--- config.mk ---
export PLATFORM = sky130hd
export DESIGN_NAME = onehot_enc_flat
export DESIGN_NICKNAME = d
export VERILOG_FILES = /design/src/rtl/onehot_enc.sv /design/src/rtl/onehot_enc_if.sv /design/src/flat_wrapper.sv
export SDC_FILE = /design/constraint.sdc
export NUM_CORES = 1
export LEC_CHECK = 0
export CORE_MARGIN = 2
export CORE_UTILIZATION = 35
export DETAILED_ROUTE_END_ITERATION = 8
export SYNTH_ARGS = -nofsm -noshare
export SYNTH_HDL_FRONTEND = slang
export SYNTH_SLANG_ARGS = --single-unit
--- constraint.sdc ---
create_clock -name clk -period 5.4 [get_ports clk]
set_input_delay 1.62 -clock clk [delete_from_list [all_inputs] [get_ports clk]]
set_output_delay 1.62 -clock clk [all_outputs]
set_load 0.01 [all_outputs]
--- src/rtl/onehot_enc.sv ---
// Captures a request vector and emits the index of each set bit in ascending order.
// Optional macro REG0_MASK_EN forces bit 0 of the captured vector to zero.
package my_pkg;
    localparam int DEF_WD  = 32;
    localparam int DEF_SEL = 5;
endpackage

module onehot_enc #(
    parameter int WD  = my_pkg::DEF_WD,
    parameter int SEL = my_pkg::DEF_SEL
) (
    input  logic        clk,
    input  logic        rst_n,
    onehot_enc_if.slave bus
);
    typedef enum logic [0:0] {IDLE = 1'b0, EMIT = 1'b1} state_t;

    state_t         state_r, state_nxt_s;
    logic [WD-1:0]  pending_r, pend_nxt_s, masked_s;
    logic [SEL-1:0] idx_r, idx_nxt_s;
    logic           last_r, last_nxt_s;
    logic [SEL:0]   cnt_r, cnt_nxt_s;
    logic           zero_r, zero_nxt_s;

    function automatic logic [SEL:0] popcount(input logic [WD-1:0] v);
        logic [SEL:0] c;
        c = {(SEL+1){1'b0}};
        for (int i = 0; i < WD; i++) begin
            c = c + {{SEL{1'b0}}, v[i]};
        end
        return c;
    endfunction

    function automatic logic [SEL-1:0] lowest_idx(input logic [WD-1:0] v);
        logic [SEL-1:0] k;
        k = {SEL{1'b0}};
        for (int i = WD - 1; i >= 0; i--) begin
            if (v[i]) begin
                k = SEL'(i);
            end else begin
                k = k;
            end
        end
        return k;
    endfunction

    function automatic logic one_left(input logic [WD-1:0] v);
        return (v != {WD{1'b0}}) &&
               ((v & (v - {{(WD-1){1'b0}}, 1'b1})) == {WD{1'b0}});
    endfunction

    // Apply the optional register-0 mask to the incoming vector.
    always_comb begin
`ifdef REG0_MASK_EN
        masked_s = {bus.in_vec[WD-1:1], 1'b0};
`else
        masked_s = bus.in_vec;
`endif
    end

    // Next-state, next-pending and registered-output precomputation.
    always_comb begin
        state_nxt_s = state_r;
        pend_nxt_s  = pending_r;
        cnt_nxt_s   = cnt_r;
        zero_nxt_s  = 1'b0;
        case (state_r)
            IDLE: begin
                if (bus.in_valid) begin
                    pend_nxt_s = masked_s;
                    cnt_nxt_s  = popcount(masked_s);
                    if (masked_s != {WD{1'b0}}) begin
                        state_nxt_s = EMIT;
                    end else begin
                        zero_nxt_s = 1'b1;
                    end
                end else begin
                    state_nxt_s = IDLE;
                end
            end
            EMIT: begin
                // Handshake retires the lowest set bit; in_valid is ignored here.
                if (bus.out_ready) begin
                    pend_nxt_s = pending_r & (pending_r - {{(WD-1){1'b0}}, 1'b1});
                    if (last_r) begin
                        state_nxt_s = IDLE;
                    end else begin
                        state_nxt_s = EMIT;
                    end
                end else begin
                    state_nxt_s = EMIT;
                end
            end
            default: begin
                state_nxt_s = IDLE;
                pend_nxt_s  = {WD{1'b0}};
            end
        endcase
        idx_nxt_s  = lowest_idx(pend_nxt_s);
        last_nxt_s = one_left(pend_nxt_s);
    end

    // State and output registers with asynchronous reset.
    always_ff @(posedge clk or negedge rst_n) begin
        if (!rst_n) begin
            state_r   <= IDLE;
            pending_r <= {WD{1'b0}};
            idx_r     <= {SEL{1'b0}};
            last_r    <= 1'b0;
            cnt_r     <= {(SEL+1){1'b0}};
            zero_r    <= 1'b0;
        end else begin
            state_r   <= state_nxt_s;
            pending_r <= pend_nxt_s;
            idx_r     <= idx_nxt_s;
            last_r    <= last_nxt_s;
            cnt_r     <= cnt_nxt_s;
            zero_r    <= zero_nxt_s;
        end
    end

    assign bus.in_ready  = (state_r == IDLE);
    assign bus.out_valid = (state_r == EMIT);
    assign bus.out_idx   = idx_r;
    assign bus.out_last  = last_r;
    assign bus.out_cnt   = cnt_r;
    assign bus.zero_o    = zero_r;
endmodule

--- src/rtl/onehot_enc_if.sv ---
// Stream interface for onehot_enc: request-vector input side and index output side.
interface onehot_enc_if #(
    parameter int WD  = 32,
    parameter int SEL = 5
);
    logic [WD-1:0]  in_vec;
    logic           in_valid;
    logic           in_ready;
    logic [SEL-1:0] out_idx;
    logic           out_valid;
    logic           out_ready;
    logic           out_last;
    logic [SEL:0]   out_cnt;
    logic           zero_o;

    modport master (
        output in_vec, in_valid, out_ready,
        input  in_ready, out_idx, out_valid, out_last, out_cnt, zero_o
    );

    modport slave (
        input  in_vec, in_valid, out_ready,
        output in_ready, out_idx, out_valid, out_last, out_cnt, zero_o
    );
endinterface

--- src/flat_wrapper.sv ---
// flat-port wrapper written by rule: the top's interface ports become plain ports
module onehot_enc_flat 
#(
    parameter int WD  = my_pkg::DEF_WD,
    parameter int SEL = my_pkg::DEF_SEL
)
  (clk, rst_n, bus_in_vec, bus_in_valid, bus_out_ready, bus_in_ready, bus_out_idx, bus_out_valid, bus_out_last, bus_out_cnt, bus_zero_o);
  onehot_enc_if #(.WD(WD), .SEL(SEL)) bus_i ();
  input  logic clk;
  input  logic rst_n;
  input wire logic [$bits(bus_i.in_vec)-1:0] bus_in_vec;
  input wire logic [$bits(bus_i.in_valid)-1:0] bus_in_valid;
  input wire logic [$bits(bus_i.out_ready)-1:0] bus_out_ready;
  output wire logic [$bits(bus_i.in_ready)-1:0] bus_in_ready;
  output wire logic [$bits(bus_i.out_idx)-1:0] bus_out_idx;
  output wire logic [$bits(bus_i.out_valid)-1:0] bus_out_valid;
  output wire logic [$bits(bus_i.out_last)-1:0] bus_out_last;
  output wire logic [$bits(bus_i.out_cnt)-1:0] bus_out_cnt;
  output wire logic [$bits(bus_i.zero_o)-1:0] bus_zero_o;
  assign bus_i.in_vec = bus_in_vec;
  assign bus_i.in_valid = bus_in_valid;
  assign bus_i.out_ready = bus_out_ready;
  assign bus_in_ready = bus_i.in_ready;
  assign bus_out_idx = bus_i.out_idx;
  assign bus_out_valid = bus_i.out_valid;
  assign bus_out_last = bus_i.out_last;
  assign bus_out_cnt = bus_i.out_cnt;
  assign bus_zero_o = bus_i.zero_o;
  onehot_enc #(.WD(WD), .SEL(SEL)) u_core (.clk(clk), .rst_n(rst_n), .bus(bus_i));
endmodule
# Word-level counts from Yosys, hierarchy flattened

Cells that the tools add are included.
Widths: inputs -> output; s select.

Muxes and demuxes: 43
Reduce and logical (&&, ||, !) cells: 5
Equal/unequal tests: 0
Add/sub/neg operators: 33
Divide/modulo/power cells: 0
$mul: 0
$lt $le $gt $ge: 0
Shift-type cells: 0
Bitwise gates (word level): 3

Operator list:

| kind                  | count |
|---|---|
| $add 6x1->6           | 30 |
| $mux 5                | 32 |
| $and 32x32->32        | 2 |
| $mux 32               | 2 |
| $pmux 32 s2           | 1 |
| $reduce_bool 32->1    | 2 |
| $sub 32x1->32 const B | 2 |
| $logic_not 32->1      | 1 |
| $mux 1                | 7 |
| $add 1x1->2           | 1 |
| $pmux 1 s2            | 1 |
| $reduce_and 2->1      | 1 |
| $logic_and 1x1->1     | 1 |
| $not 1->1             | 1 |

Bits in registers: 46
Logic and storage cells: 90
Input port bits: 36
Memories kept: 0
Output and inout bits: 15
RAM bits: 0
Bits in latches: 0
Memory bits (read-only): 0

# Depth between registers and ports, before layout

Gate-level depths: netlist of the first run.

Depth after elaboration: 36
Mapped depth: 17
Depth with buffers taken out: 17

# Least setup slack after synthesis of the first run

OpenSTA, ideal clock, no wires.

Path type: input port to flip-flop
From: in bus_in_vec[0]
To: reg u_core.cnt_r[4], in the netlist u_core.bus.out_cnt[4]
Arrival time: 6.194 ns
Buffers on the path: 0
Setup time: 0.136 ns
Stages: 16
Slack: -0.930 ns
Data required time: 5.264 ns
Path through: inv_1 -> ha_1 -> inv_1 -> fa_1 -> fa_1 -> fa_1 -> fa_1 -> fa_1 -> fa_1 -> inv_1 -> fa_1 -> fa_1 -> a21o_1 -> a21oi_1 -> xor2_1 -> o21ai_0

Longest elaborated chain between the ends: 31

RTL lines:

| what                      | line               | RTL |
|---|---|---|
| from (decl)               | flat_wrapper.sv:11 | `input wire logic [$bits(bus_i.in_vec)-1:0] bus_in_vec;` |
| $add 1x1->2               | onehot_enc.sv:29   | `c = c + {{SEL{1'b0}}, v[i]};` |
| $add 6x1->6 (30 in a row) | onehot_enc.sv:29   |  |
| to (signal assigned)      | onehot_enc.sv:110  | `cnt_r <= {(SEL+1){1'b0}};` |
| to (signal assigned)      | onehot_enc.sv:117  | `cnt_r <= cnt_nxt_s;` |
| to (decl)                 | onehot_enc.sv:22   | `logic [SEL:0] cnt_r, cnt_nxt_s;` |

Every way passes these cells.
A chain may end at the register's enable or synchronous reset.

# Worst setup path in the final report of the first run

From: in bus_in_vec[1]
To: reg u_core.cnt_r[4], in the netlist u_core.bus.out_cnt[4]

Same word-level chain as after synthesis.

==> run summary, run 1 <==
### Cells and area
* 587 — net total in the final layout
* 0 — count of inserted antenna diode cells
* 1053 — Filler Cell Count
* 29.2% — synthesis-to-layout area growth
* 21.2% — ratio of cells with drive above 1 in the final layout

### Power
* 1.21 mW — switching component of the power
* 43.7% — switch share
* 68.0% — portion of total power attributed to combinational logic
* 1.55 mW — internal power
* 551 mW/mm² — areal power density over the cells
* 11.9% — relative contribution of the clock network to total power
* 20.1% — proportion of power drawn by flip-flops and latches
* 0.593 mV — Peak VDD IR
* 2.29 nW — leakage power figure

### Yosys
* sky130_fd_sc_hd__dfrtp_1 — most used flip-flop cell after synthesis
* 0 — Ys Warns
* 426 — Gate Count Post-Synth
* 100% — share of async-settable or async-resettable flops after synthesis
* 9.10 µm² — synthesized area per cell
* 63 — synth unique cells
* 46 — register bit count reported by yosys
* 0.00387 mm² — synthesized area
* 0 — number of enable-type register cells in the synthesized netlist
* 495 — net count after synthesis
* 29.7% — sequential area share after synthesis

### Placement
* 8.99 mm — HPWL reported at the end of detailed placement
* -1.44 ns — worst slack at placement
* 0.881 — routability congestion estimate
* 50 — number of buffer cells added on primary ports

### Critical path
* 2 — top fanout value on the critical path
* 0.51 ns — Crit path largest cell delay
* 5.60 ns — data required time of the critical path
* primary input — startpoint kind of the worst setup timing path
* register — Worst Setup End Kind
* sky130_fd_sc_hd__fa_1 — Critical-path top delay cell
* in -> reg — critical path class
* buf_8 > inv_8 > ha_4 > inv_2 > fa_1 > fa_1 > fa_1 > fa_1 > fa_1 > fa_1 > inv_2 > fa_2 > fa_2 > a21o_1 > a21oi_2 > xor2_1 > o21ai_1 — cell chain of the critical path
* 6.16 ns — Data arrival, critical path
* sky130_fd_sc_hd__fa_1 — most numerous cell on the critical path

### Global routing
* 20.1% — Total GRT Usage
* 18.2 mm — global-route wire length before repair
* 47 — maximum number of pins on one net before global-route repair
* 0 — number of antenna violations at the first check in global routing
* 3554 — number of global-route vias before repair
* 0 — total global routing overflow

### Run
* 0 — Max-cap violations

### Die
* 0.0108 mm² — Std-Cell Core Area
* 109 µm — die span in x
* 109 µm — floorplan die height
* 38 — Cell Rows
* 35.7% — starting density of the core
* 0.0119 mm² — area of the die
* 51 — number of top-level pins

### STA
* 110% — fin crit share
* 0.00627 ns — maximum clock skew at final layout
* 0 — number of max-slew violations in the final report
* 0 — Hold Violations, Final
* -1.81 ns — final setup TNS
* 5.96 ns — fin crit period
* 168 MHz — achievable clock frequency
* -0.561 ns — crit path setup slack, layout
* 1.10 ns — worst-margin pin slew
* 26.7% — headroom to the max-slew limit
* true — setup repair after global routing missed its margin
* 5 — number of setup violations in the final report

### Min path
* reg -> reg — path category of the worst min-delay check

### Route
* 0 — Antenna Nets Post-Route
* 0 — Post-route DRC
* 3540 — Vias
* 5 — drt pass-1 iters
* 17.0 µm — final routed wire length divided by cell count
* 5.37 — Via-to-Cell Ratio
* 11.2 mm — Total Routed Length
* 206 — number of violations reported at the end of detailed-routing iteration 0

### Run status
* setup timing — failing checks
* complete, but fails checks — status

### Clocking
* 0.10 ns — Clock transition at path regs
* built — TritonCTS clock tree
* 5 — number of buffers created by CTS
* 46 — number of clock sinks
* 2 — number of H-tree levels
* 2 — Longest Clk Path Bufs
* 0.31 ns — worst-skew pair later-pin latency
* sky130_fd_sc_hd__clkbuf_8 — Root Buffer

per-layer routing:
layer	global-route usage, %	vias to the layer above	routed length, µm
met5	0	-	0
met4	6.42	0	248
met3	2.93	18	592
met2	33.1	107	5300
met1	27.1	1712	5030
li1	-	1703	-
cell families (layout without fill, tap and decap cells):
| kind of cell | after synthesis | count (layout) | synth area share (%) |
|---|---|---|---|
| mux | 26 | 26 | 7.01 |
| flops | 46 | 46 | 29.7 |
| buf+inv | 76 | 169 | 7.81 |
| xor+xnor | 3 | 3 | 0.678 |
| simple gates | 150 | 150 | 22.8 |
| compound gates | 91 | 91 | 16.4 |
| fa+ha+maj | 34 | 34 | 15.6 |
through the flow:
stage          hold slack, ns  cells  power [mW]  area (µm²)  util (%)
2_1_floorplan           0.514    426        1.77        3910         -
3_3_place_gp            0.459    650        2.31        4870      45.0
3_5_place_dp            0.469    650        2.36        4870      45.0
4_1_cts                 0.493    658        2.75        5020      46.3
5_1_grt                 0.523    659        3.03        5010      46.2
6_report                0.485    659        2.76        5010      46.2
power by group through the flow:
stage | Clock, mW | Combinational (mW) | Sequential [mW]
after floorplan | 0 | 1.22 | 0.552
after global placement | 0 | 1.76 | 0.556
after detailed placement | 0 | 1.80 | 0.558
after CTS | 0.335 | 1.86 | 0.552
after global routing | 0.351 | 2.11 | 0.570
final | 0.328 | 1.88 | 0.555
state kept, by name, summed over array words and instances, names as in the netlist:
name and cells:
u_core.bus.zero_o 1, u_core.bus.out_last 1, u_core.bus.out_cnt 6, u_core.pending_r 32, u_core.bus.out_valid 1, u_core.bus.out_idx 5
critical path: cells and delay by family:
kind | cells | cell delay (ns)
fa+ha+maj | 9 | 3.78
compound gates | 3 | 0.41
buf+inv | 4 | 0.19
xor+xnor | 1 | 0.16
what timing repair did:
item | in CTS | in global routing
endpoints found under the setup margin | 6 | 6
hold buffers | 0 | 0
buffers inserted | 0 | 1
pin swaps | 18 | 23
gates resized for setup | 33 | 25
final timing paths:
check | start | end | slack [ns] | cells past startpoint
min in group asynchronous | rst_n | u_core.bus.out_cnt[1]$_DFFE_PN0P_ | 1.51 | 1
hold reg to reg | u_core.bus.out_cnt[0]$_DFFE_PN0P_ | u_core.bus.out_cnt[0]$_DFFE_PN0P_ | 0.49 | 2
setup reg to reg | u_core.bus.out_valid$_DFF_PN0_ | u_core.bus.out_last$_DFF_PN0_ | 1.65 | 11
hold / removal | u_core.bus.out_cnt[0]$_DFFE_PN0P_ | u_core.bus.out_cnt[0]$_DFFE_PN0P_ | 0.49 | 2
setup / recovery | bus_in_vec[1] | u_core.bus.out_cnt[4]$_DFFE_PN0P_ | -0.56 | 17
max in group asynchronous | rst_n | u_core.pending_r[21]$_DFF_PN0_ | 3.21 | 1
synth_stat cells, types with 3 or more instances:
cell type | n | area [µm²]
sky130_fd_sc_hd__o21bai_1 | 3 | 22.5
sky130_fd_sc_hd__ha_1 | 9 | 113
sky130_fd_sc_hd__nor4b_1 | 4 | 35.0
sky130_fd_sc_hd__nor3_1 | 18 | 90.1
sky130_fd_sc_hd__nor2b_1 | 5 | 31.3
sky130_fd_sc_hd__mux2i_1 | 17 | 170
sky130_fd_sc_hd__o21ai_0 | 15 | 75.1
sky130_fd_sc_hd__buf_2 | 5 | 25.0
sky130_fd_sc_hd__nand2b_1 | 6 | 37.5
sky130_fd_sc_hd__or3_1 | 5 | 31.3
sky130_fd_sc_hd__a31oi_1 | 11 | 68.8
sky130_fd_sc_hd__nor2_1 | 30 | 113
sky130_fd_sc_hd__nand4_1 | 8 | 50.1
sky130_fd_sc_hd__o41ai_1 | 5 | 43.8
sky130_fd_sc_hd__fa_1 | 24 | 480
sky130_fd_sc_hd__o31ai_1 | 3 | 22.5
sky130_fd_sc_hd__a22o_1 | 4 | 35.0
sky130_fd_sc_hd__nor4_1 | 10 | 62.6
sky130_fd_sc_hd__dfrtp_1 | 46 | 1150
sky130_fd_sc_hd__o22ai_1 | 3 | 18.8
sky130_fd_sc_hd__a21o_1 | 3 | 22.5
sky130_fd_sc_hd__nand2_1 | 31 | 116
sky130_fd_sc_hd__nand3_1 | 3 | 15.0
sky130_fd_sc_hd__nor4_2 | 4 | 50.1
sky130_fd_sc_hd__o2111ai_1 | 3 | 26.3
sky130_fd_sc_hd__nor4_4 | 3 | 63.8
sky130_fd_sc_hd__mux2_2 | 9 | 101
sky130_fd_sc_hd__buf_4 | 3 | 22.5
sky130_fd_sc_hd__a21oi_1 | 16 | 80.1
sky130_fd_sc_hd__or2_2 | 5 | 31.3
sky130_fd_sc_hd__inv_1 | 65 | 244
sky130_fd_sc_hd__a211oi_1 | 4 | 30.0
sky130_fd_sc_hd__a31o_2 | 4 | 35.0
sky130_fd_sc_hd__or4_1 | 3 | 22.5
cell usage in the layout, fill, tap and decap left out, types with 4 or more instances in the layout:
cell type	instances
sky130_fd_sc_hd__a22o_1	4
sky130_fd_sc_hd__nor4_2	4
sky130_fd_sc_hd__nand4_1	8
sky130_fd_sc_hd__nor2_1	30
sky130_fd_sc_hd__nor4_1	10
sky130_fd_sc_hd__o21ai_1	5
sky130_fd_sc_hd__o41ai_1	5
sky130_fd_sc_hd__clkbuf_2	7
sky130_fd_sc_hd__dfrtp_1	46
sky130_fd_sc_hd__or2_2	5
sky130_fd_sc_hd__dlygate4sd2_1	4
sky130_fd_sc_hd__nor4b_1	4
sky130_fd_sc_hd__nand2b_1	6
sky130_fd_sc_hd__nor3_1	18
sky130_fd_sc_hd__inv_1	56
sky130_fd_sc_hd__a31o_2	4
sky130_fd_sc_hd__a21oi_1	14
sky130_fd_sc_hd__clkdlybuf4s50_1	33
sky130_fd_sc_hd__clkbuf_8	6
sky130_fd_sc_hd__o21ai_0	10
sky130_fd_sc_hd__a31oi_1	11
sky130_fd_sc_hd__mux2_2	9
sky130_fd_sc_hd__ha_1	8
sky130_fd_sc_hd__buf_4	43
sky130_fd_sc_hd__fa_1	22
sky130_fd_sc_hd__or3_1	5
sky130_fd_sc_hd__nor2b_1	4
sky130_fd_sc_hd__mux2i_1	17
sky130_fd_sc_hd__a211oi_1	4
sky130_fd_sc_hd__inv_2	7
sky130_fd_sc_hd__nand2_1	31
area by class of cell:
| type | count | area [µm²] | share of cell area [%] |
|---|---|---|---|
| timing repair buffer | 95 | 821 | 16.4 |
| inverter | 66 | 260 | 5.20 |
| multi-input combinational | 304 | 2460 | 49.1 |
| sequential | 46 | 1150 | 23.0 |
| tap | 140 | 175 | 3.50 |
| clock inverter | 2 | 60.1 | 1.20 |
| clock buffer | 6 | 82.6 | 1.65 |
Note: power is estimated with default switching activity, not from simulation.
==> run 2, diff against run 1 <==
--- a/config.mk
+++ b/config.mk
@@ -5,9 +5,10 @@
 export SDC_FILE = /design/constraint.sdc
 export NUM_CORES = 1
 export LEC_CHECK = 0
-export CORE_MARGIN = 2
+export CORE_MARGIN = 8
 export CORE_UTILIZATION = 35
 export DETAILED_ROUTE_END_ITERATION = 8
+export GPL_TIMING_DRIVEN = 0
 export SYNTH_ARGS = -nofsm -noshare
 export SYNTH_HDL_FRONTEND = slang
 export SYNTH_SLANG_ARGS = --single-unit
==> run 2 against run 1 <==
The run still ends with setup timing left. Count of clock-buffer cells in the layout shrank 1. Sequential share of layout area up 1.3 points. Design area shrank 5.3%. Clock skew grew 0.0033 ns. Routed wire length is 0.86% lower. Combinational power fell by 6%. Worst hold slack worse by 0.0069 ns. Cell count shrank 4.6%. Sequential cell count stayed put. Worst setup slack lost 0.14 ns.
==> run summary, run 2 (synthesized netlist as in run 1, its figures left out) <==
### Route
* 5.32 — Via-to-Cell Ratio, -0.94%
* 0 — Post-route DRC, unchanged
* 237 — number of violations reported at the end of detailed-routing iteration 0, +15%
* 11.1 mm — Total Routed Length, -0.86%
* 0 — Antenna Nets Post-Route, unchanged
* 4 — drt pass-1 iters, -1
* 3347 — Vias, -5.5%
* 17.6 µm — final routed wire length divided by cell count, +3.9%

### Placement
* 9.04 mm — HPWL reported at the end of detailed placement, +0.60%
* 0.879 — routability congestion estimate, -0.18%
* 49 — number of buffer cells added on primary ports, -2.0%

### Cells and area
* 557 — net total in the final layout, -5.1%
* 15.5% — ratio of cells with drive above 1 in the final layout, -5.7 points
* 22.3% — synthesis-to-layout area growth
* 43.7% — final core utilization, -2.5 points
* 32 — max reg flops, unchanged
* sky130_fd_sc_hd__inv_1 (60), sky130_fd_sc_hd__dfrtp_1 (46), sky130_fd_sc_hd__clkdlybuf4s50_1 (32) — commonest non-fill, non-tap cells in the layout
* u_core.pending_r — most flop-heavy register
* 0.00246 mm² — multi-input gate area in the final layout, unchanged
* sky130_fd_sc_hd__inv_1 — leading cell type in the layout, fill and taps excluded
* 0.00115 mm² — total area of sequential cells, unchanged
* 1066 — Filler Cell Count, +1.2%
* 0 — count of inserted antenna diode cells, unchanged

### Run status
* complete, but fails checks — status
* setup timing — failing checks

### Power
* 544 mW/mm² — areal power density over the cells, -1.4%
* 1.17 mW — switching component of the power, -2.8%
* 68.5% — portion of total power attributed to combinational logic, +0.5 points
* 0.292 mV — Peak VDD IR, -51%
* 45.5% — switch share, +1.8 points
* 21.3% — proportion of power drawn by flip-flops and latches, +1.2 points
* 10.2% — relative contribution of the clock network to total power, -1.7 points
* 2.12 nW — leakage power figure, -7.5%
* 1.40 mW — internal power, -9.6%

### STA
* 43.1% — headroom to the max-slew limit, +16 points
* 0.842 ns — worst-margin pin slew, -0.257 ns
* 0.479 ns — Worst Hold Margin, -0.00690 ns
* 0 — number of max-slew violations in the final report, unchanged
* 6.11 ns — fin crit period, +0.144 ns
* true — setup repair after global routing missed its margin
* 113% — fin crit share, +2.7 points
* 6 — number of setup violations in the final report, +1
* 0.00954 ns — maximum clock skew at final layout, +0.00326 ns
* 0 — Hold Violations, Final, unchanged
* -0.706 ns — crit path setup slack, layout, -0.144 ns
* 164 MHz — achievable clock frequency, -2.4%

### Critical path
* register — Worst Setup End Kind
* 2 — top fanout value on the critical path, unchanged
* primary input — startpoint kind of the worst setup timing path
* adder cells — Crit path max-delay family
* 4 — Buf/Inv on CP, unchanged
* 0.54 ns — Crit path largest cell delay, +0.03 ns
* buf_8 > inv_8 > ha_4 > inv_2 > fa_1 > fa_1 > fa_1 > fa_1 > fa_2 > fa_1 > inv_2 > fa_2 > fa_2 > a21o_1 > a21oi_2 > xor2_1 > o21ai_1 — cell chain of the critical path
* in -> reg — critical path class
* sky130_fd_sc_hd__fa_1 — most numerous cell on the critical path
* 1.73 ns — register-to-register path setup slack, +0.08 ns
* 5.58 ns — data required time of the critical path, -0.02 ns
* 6.29 ns — Data arrival, critical path, +0.13 ns
* sky130_fd_sc_hd__fa_1 — Critical-path top delay cell

### Clocking
* built — TritonCTS clock tree
* 46 — number of clock sinks, unchanged
* 2 — number of H-tree levels, unchanged
* 0.09 ns — Clock transition at path regs, about the same
* 2 — Longest Clk Path Bufs, unchanged
* 0.30 ns — worst-skew pair later-pin latency, about the same
* 5 — number of buffers created by CTS, unchanged
* sky130_fd_sc_hd__clkbuf_8 — Root Buffer

### Min path
* reg -> reg — path category of the worst min-delay check

### Global routing
* 17.8 mm — global-route wire length before repair, -2.1%
* 19.9% — met1 demand-to-capacity share in global routing, -7.3 points
* 0 — total global routing overflow, unchanged
* 3411 — number of global-route vias before repair, -4.0%
* 25.7% — met2 Use GR, -7.4 points
* met2 — Most Used Layer, Global Route
* 35 — maximum number of pins on one net before global-route repair, -26%
* 3.02% — met3 Track Usage GR, +0.096 points
* 15.3% — Total GRT Usage, -4.8 points
* 0 — number of antenna violations at the first check in global routing, unchanged

### Die
* 51 — number of top-level pins, unchanged
* 38 — Cell Rows, unchanged
* 0.0147 mm² — area of the die, +23%
* 121 µm — floorplan die height, +11%
* 121 µm — die span in x, +11%
* 35.7% — starting density of the core, unchanged
* 0.0108 mm² — Std-Cell Core Area, unchanged

### Run
* 0 — Max-cap violations, unchanged

==> run 2: final timing paths <==
| path | from | to | cells past startpoint |
|---|---|---|---|
| max | bus_in_vec[1] | u_core.bus.out_cnt[4]$_DFFE_PN0P_ | 17 |
| max reg2reg | u_core.pending_r[3]$_DFF_PN0_ | u_core.bus.out_last$_DFF_PN0_ | 9 |
| min in group asynchronous | rst_n | u_core.bus.out_cnt[1]$_DFFE_PN0P_ | 1 |
| max in group asynchronous | rst_n | u_core.pending_r[23]$_DFF_PN0_ | 2 |
| min | u_core.bus.out_cnt[1]$_DFFE_PN0P_ | u_core.bus.out_cnt[1]$_DFFE_PN0P_ | 2 |
| min reg2reg | u_core.bus.out_cnt[1]$_DFFE_PN0P_ | u_core.bus.out_cnt[1]$_DFFE_PN0P_ | 2 |
==> run 2: area by class of cell <==
type,instances,area share [%]
multi-input combinational,304,51.8
sequential,46,24.3
timing repair buffer,55,11.1
inverter,66,5.49
tap,140,3.70
clock buffer,5,1.45
buffer,10,1.16
clock inverter,3,0.951
==> run 2: metrics by stage <==
stage / TNS, ns / power, mW / instance area, µm² / setup slack (ns) / cells
after floorplan: -1.94 / 1.77 / 3910 / -0.663 / 426
after global placement: -7.08 / 2.18 / 4580 / -1.54 / 615
after detailed placement: -7.28 / 2.21 / 4590 / -1.59 / 616
after CTS: -2.66 / 2.55 / 4740 / -0.767 / 627
after global routing: -3.09 / 2.83 / 4740 / -0.821 / 629
final: -2.52 / 2.58 / 4740 / -0.706 / 629
==> run 2: worst min-delay path, cell delays in order, from the launching register on <==
cell and delay (ns):
sky130_fd_sc_hd__dfrtp_1 0.35, sky130_fd_sc_hd__nand2_1 0.05, sky130_fd_sc_hd__nand2_1 0.05
==> run 2: repair_timing <==
item | 4_1_cts | 5_1_grt
endpoints found under the setup margin | 6 | 6
buffers inserted | 3 | 2
endpoints found under the hold margin | 0 | 0
hold buffers | 0 | 0
resized for setup | 47 | 14
pin swaps | 5 | 15
==> run 2: routing by layer <==
| layer | wire [µm] | share of wire (%) |
|---|---|---|
| met2 | 5250 | 47 |
| met1 | 5090 | 46 |
| met4 | 133 | 1.2 |
| met3 | 598 | 5.4 |
| met5 | 0 | 0 |
==> run 2: power groups by stage <==
stage | Combinational, mW | Clock (mW) | Sequential [mW]
floorplan | 1.22 | 0 | 0.552
global placement | 1.63 | 0 | 0.550
detailed placement | 1.66 | 0 | 0.551
CTS | 1.74 | 0.271 | 0.546
global route | 1.98 | 0.283 | 0.565
finish | 1.76 | 0.264 | 0.548
